### src/rtl/lmt_writer.sv
// lmt_writer
//   Captures a free-running 64-bit timestamp whenever the security monitor
//   raises upLMT. It then writes the capture as NWORDS little-endian 16-bit
//   words into the LMT region of data memory over a ready/valid write port.
//
// Ports
//   clk        in   system clock, rising edge
//   reset      in   synchronous active-high reset
//   upLMT      in   update request (level, sampled every cycle)
//   mem_ready  in   arbiter accepts the current word this cycle
//   mem_wen    out  write request valid
//   mem_addr   out  byte address of the current word (0 when idle)
//   mem_din    out  current data word (0 when idle)
//   lmt_busy   out  high from capture until the last word is accepted
//   lmt_done   out  one-cycle pulse after a complete update
//   timestamp  out  live counter value
module lmt_writer #(
   parameter logic [15:0] LMT_BASE = 16'h0040,
   parameter logic [15:0] LMT_SIZE = 16'h0020,
   parameter int unsigned NWORDS   = 4,
   parameter logic [63:0] TS_INIT  = 64'h0
) (
   input  logic        clk,
   input  logic        reset,
   input  logic        upLMT,
   input  logic        mem_ready,
   output logic        mem_wen,
   output logic [15:0] mem_addr,
   output logic [15:0] mem_din,
   output logic        lmt_busy,
   output logic        lmt_done,
   output logic [63:0] timestamp
);

   // Word count is clamped to 1..4 and to what fits in the region, so a
   // mis-sized build can never write outside the protected area.
   localparam int unsigned NW_FIT = (2 * NWORDS <= 32'(LMT_SIZE)) ? NWORDS : 32'(LMT_SIZE) / 2;
   localparam int unsigned NW_EFF = (NW_FIT < 1) ? 1 : ((NW_FIT > 4) ? 4 : NW_FIT);
   localparam logic [1:0]  IDX_LAST = 2'(NW_EFF - 1);

   typedef enum logic [1:0] {
      S_IDLE  = 2'd0,
      S_WRITE = 2'd1,
      S_DONE  = 2'd2
   } state_e;

   state_e      state_q, state_d;
   logic [1:0]  idx_q, idx_d;
   logic [63:0] snap_q, snap_d;
   logic        pend_q, pend_d;
   logic [63:0] ts_q;
   logic        wen_q, wen_d;
   logic [15:0] addr_q, addr_d;
   logic [15:0] din_q, din_d;
   logic        busy_q, busy_d;
   logic        done_q, done_d;

   // Select 16-bit word i of the snapshot; word 0 is least significant.
   function automatic logic [15:0] word_sel(input logic [63:0] v, input logic [1:0] i);
      logic [15:0] w;
      case (i)
         2'd0:    w = v[15:0];
         2'd1:    w = v[31:16];
         2'd2:    w = v[47:32];
         2'd3:    w = v[63:48];
         default: w = 16'h0000;
      endcase
      return w;
   endfunction

   // Next-state logic; outputs are derived from the next state so that
   // every port comes straight from a flop.
   always_comb begin
      state_d = state_q;
      idx_d   = idx_q;
      snap_d  = snap_q;
      pend_d  = pend_q;
      case (state_q)
         S_IDLE: begin
            if (upLMT || pend_q) begin
               snap_d  = ts_q;
               idx_d   = 2'd0;
               pend_d  = 1'b0;
               state_d = S_WRITE;
            end else begin
               state_d = S_IDLE;
            end
         end
         S_WRITE: begin
            if (upLMT) begin
               pend_d = 1'b1;
            end else begin
               pend_d = pend_q;
            end
            if (mem_ready) begin
               if (idx_q == IDX_LAST) begin
                  state_d = S_DONE;
               end else begin
                  idx_d = idx_q + 2'd1;
               end
            end else begin
               state_d = S_WRITE;
            end
         end
         S_DONE: begin
            if (upLMT) begin
               pend_d = 1'b1;
            end else begin
               pend_d = pend_q;
            end
            state_d = S_IDLE;
         end
         default: begin
            state_d = S_IDLE;
            idx_d   = 2'd0;
            pend_d  = 1'b0;
         end
      endcase

      wen_d  = (state_d == S_WRITE);
      busy_d = (state_d == S_WRITE);
      done_d = (state_d == S_DONE);
      if (wen_d) begin
         addr_d = LMT_BASE + {13'b0, idx_d, 1'b0};
         din_d  = word_sel(snap_d, idx_d);
      end else begin
         addr_d = 16'h0000;
         din_d  = 16'h0000;
      end
   end

   // State, counter and registered output flops with synchronous reset.
   always_ff @(posedge clk) begin
      if (reset) begin
         state_q <= S_IDLE;
         idx_q   <= 2'd0;
         snap_q  <= 64'h0;
         pend_q  <= 1'b0;
         ts_q    <= TS_INIT;
         wen_q   <= 1'b0;
         addr_q  <= 16'h0000;
         din_q   <= 16'h0000;
         busy_q  <= 1'b0;
         done_q  <= 1'b0;
      end else begin
         state_q <= state_d;
         idx_q   <= idx_d;
         snap_q  <= snap_d;
         pend_q  <= pend_d;
         ts_q    <= ts_q + 64'd1;
         wen_q   <= wen_d;
         addr_q  <= addr_d;
         din_q   <= din_d;
         busy_q  <= busy_d;
         done_q  <= done_d;
      end
   end

   assign mem_wen   = wen_q;
   assign mem_addr  = addr_q;
   assign mem_din   = din_q;
   assign lmt_busy  = busy_q;
   assign lmt_done  = done_q;
   assign timestamp = ts_q;

endmodule
### config.mk
export PLATFORM = sky130hd
export DESIGN_NAME = lmt_writer
export DESIGN_NICKNAME = d
export VERILOG_FILES = /design/src/rtl/lmt_writer.sv
export SDC_FILE = /design/constraint.sdc
export NUM_CORES = 1
export LEC_CHECK = 0
export BUFFER_PORTS_ARGS = -buffer_cell sky130_fd_sc_hd__buf_2
export CORE_UTILIZATION = 55
export DETAILED_ROUTE_END_ITERATION = 16
export PLACE_DENSITY = 0.78
export SKIP_LAST_GASP = 1
export SLEW_MARGIN = 15
export SYNTH_ARGS = -nofsm -noshare
export SYNTH_HDL_FRONTEND = slang
export SYNTH_SLANG_ARGS = --single-unit
### constraint.sdc
create_clock -name clk -period 7.55 [get_ports clk]
set_clock_uncertainty 0.1 [all_clocks]
set_input_delay 0.755 -clock clk [delete_from_list [all_inputs] [get_ports clk]]
set_output_delay 0.755 -clock clk [all_outputs]
set_load 0.01 [all_outputs]
==> results.sh <==
export IMPL_outcome="completed"
export IMPL_htreeDepth=4
export IMPL_first_iter_violations=730
export IMPL_whs_path_depth=2
export IMPL_post_cts_resized=0
export IMPL_max_stage_delay_ns=0.73
export IMPL_ys_ff_latch=154
export IMPL_ant_nets=0
export IMPL_drc_errors=0
export IMPL_start_kind="input port"
export IMPL_synth_enable_flop_cells=0
export IMPL_period_minus_slack_ns=2.935
export IMPL_final_cell_mix="154 x dfxtp_1, 108 x nor2_1, 88 x buf_2"
export IMPL_num_nets_final=831
export IMPL_grt_pass1_wl_um=28410
export IMPL_path_clk_slew_ns=0.06
export IMPL_wl_um=18230
export IMPL_vias=6096
export IMPL_endpoint_kind="register"
export IMPL_reg2reg_from="state_q[1]$_SDFF_PP0_"
export IMPL_critPathMaxFanout=53
export IMPL_r2r_slack_ns=4.65
export IMPL_finalSetupViolCount=0
export IMPL_grt_max_degree=113
export IMPL_crit_arrival_ns=3.09
export IMPL_hp_class="register to register"
export IMPL_p_leak_nw=3.281
export IMPL_hold_viol=0
export IMPL_clock_sinks=154
export IMPL_timing_rr_end="mem_din[13]$_SDFF_PP0_"
export IMPL_max_freq_mhz=340.7
export IMPL_yosysWarningCount=0
export IMPL_syn_area_mm2=0.006770
export IMPL_cts_buffer_depth=2
export IMPL_vdd_drop_max_v=0.0001653
export IMPL_ys_seq_area_share_pct=45.54
export IMPL_grt_antenna_before_repair=0
export IMPL_tns_ns=0
export IMPL_critical_path_class="input port to register"
export IMPL_ff2ff_path_depth=7
export IMPL_rows=40
export IMPL_post_cts_buffers=0
export IMPL_cp_required_ns=7.71
export IMPL_hold_slack_ns=0.3827
export IMPL_fin_crit_sh_pct=38.88
export IMPL_worst_slew_margin_rel_pct=24.47
export IMPL_maxCapViolCount=0
export IMPL_synthArstFlopShare_pct=0
export IMPL_synthCells=753
export IMPL_path_cells="buf_2 > o21ai_4 > buf_4 > mux2_2 > o31ai_1 > a211oi_1"
export IMPL_cts_hold_buffers=0
export IMPL_crit_slowest_cell="buf_4"
export IMPL_layout_cells_most_common="dfxtp_1"
export IMPL_finalMaxSlewViolations=0
export IMPL_worst_pin_slew_ns=1.133
export IMPL_flow_area_growth_from_synthesis_pct=16.34
export IMPL_grt_pass1_vias=5503
export IMPL_powerDensity_mw_per_mm2=234.0
export IMPL_initial_core_util_pct=56.36
export IMPL_io_pins=103
export IMPL_core_mm2=0.01201
export IMPL_grt_use_total_pct=28.70
export IMPL_routedWlPerCell_um=18.59
export IMPL_n_antenna_cell=0
export IMPL_dieWidth_um=113.0
export IMPL_crit_buf_inv=2
export IMPL_die_h_um=113.0
export IMPL_io_buffers=89
export IMPL_overflow=0
export IMPL_drt_vias_per_instance=6.214
export IMPL_die_area_mm2=0.01276
export IMPL_crit_family="compound AO/OA/AOI/OAI gates"
export IMPL_gp_congestion=0.8481
export IMPL_cts_buffers=17
export IMPL_clock_latency_ns=0.43
export IMPL_cts_root_buf="clkbuf_16"
export IMPL_fin_total_pwr_mw=1.843
export IMPL_synth_ff_type="dfxtp_1"
export IMPL_dp_hpwl_um=12690
export IMPL_drive_above_1_share_pct=18.59
export IMPL_syn_avg_cell_area_um2=8.991
export IMPL_cts_tree="yes"
export IMPL_min_to="snap_q[60]$_SDFF_PP0_"
export IMPL_dr_pass1_iters=5
export IMPL_worstHoldStart="snap_q[60]$_SDFF_PP0_"
export IMPL_ys_types=49
export IMPL_rsz0062_at_grt="no"
synth_stat cells, types with 15 or more instances:
cell	instances	share of area (%)
a21oi_1	53	3.9
buf_4	15	1.7
clkbuf_1	36	2.0
dfxtp_1	154	46
mux2i_1	46	6.8
nand2_1	27	1.5
nand3_1	34	2.5
nand4_1	26	2.4
nor2_1	108	6.0
o21ai_0	21	1.6
o31ai_1	22	2.4
or3_1	18	1.7
or4_1	15	1.7
xnor2_1	15	1.9
flip-flops by register name, summed over array words and instances (netlist names):
register,flops
idx_q,2
lmt_busy,1
lmt_done,1
mem_addr,3
mem_din,16
pend_q,1
snap_q,64
state_q,2
timestamp,64
metrics by stage:
| step | utilization [%] | cell area [µm²] | std cells | setup slack [ns] |
|---|---|---|---|---|
| detailed placement | 60.19 | 7229 | 949 | 4.216 |
| global placement | 60.12 | 7222 | 949 | 4.305 |
| global route | 65.57 | 7876 | 981 | 4.473 |
| finish | 65.57 | 7876 | 981 | 4.615 |
| floorplan | - | 6815 | 765 | 4.950 |
| CTS | 65.57 | 7876 | 981 | 4.648 |
worst max path at each step:
stage                          start                endpoint  cells past startpoint
6_report                       upLMT  mem_din[13]$_SDFF_PP0_                      6
5_1_grt        state_q[1]$_SDFF_PP0_   mem_din[2]$_SDFF_PP0_                      7
4_1_cts                        upLMT  mem_din[13]$_SDFF_PP0_                      6
3_5_place_dp                   upLMT  mem_din[15]$_SDFF_PP0_                      6
3_3_place_gp                   upLMT  mem_din[11]$_SDFF_PP0_                      6
2_1_floorplan                  upLMT  mem_din[12]$_SDFF_PP0_                      6
kinds of logic after synthesis:
logic type / Yosys count / share of synthesized area, %
buffers and inverters: 68 / 4.620
adders and majority gates: 6 / 1.109
DFF: 154 / 45.54
AOI/OAI and AO/OA: 145 / 14.14
and+or+nand+nor: 296 / 22.62
muxes: 55 / 8.298
other: 1 / 0.05539
xor gates and xnor gates: 28 / 3.622
cell type report:
type / count / area, µm²
clock inverters: 11 / 166.4
inverters: 13 / 48.80
well taps: 147 / 183.9
fillers: 958 / 4135
clock buffers: 21 / 480.5
repair buffers: 92 / 470.5
multi-input cells: 543 / 3443
flip-flops and latches: 154 / 3083
power breakdown:
part / leakage, nW / switching, mW / total, mW / internal [mW]
clock network: 0.311 / 0.336 / 0.922 / 0.587
logic: 1.73 / 0.0634 / 0.0955 / 0.0320
registers: 1.24 / 0.00533 / 0.826 / 0.820
worst register-to-register path: stages, from the launching register on:
cell and delay (ns):
dfxtp_1 0.34, inv_1 0.10, ha_1 0.24, or3b_1 0.46, and3_1 0.23, o211ai_1 0.82, o221a_2 0.38, a211oi_1 0.06
layer usage:
metal | track usage, % | share of wire (%)
met1 | 37.02 | 43
met4 | 12.98 | 2.9
met2 | 47.08 | 47
met5 | 0 | 0
met3 | 5.196 | 6.7
No activity file was read; power rests on OpenSTA's default activity.
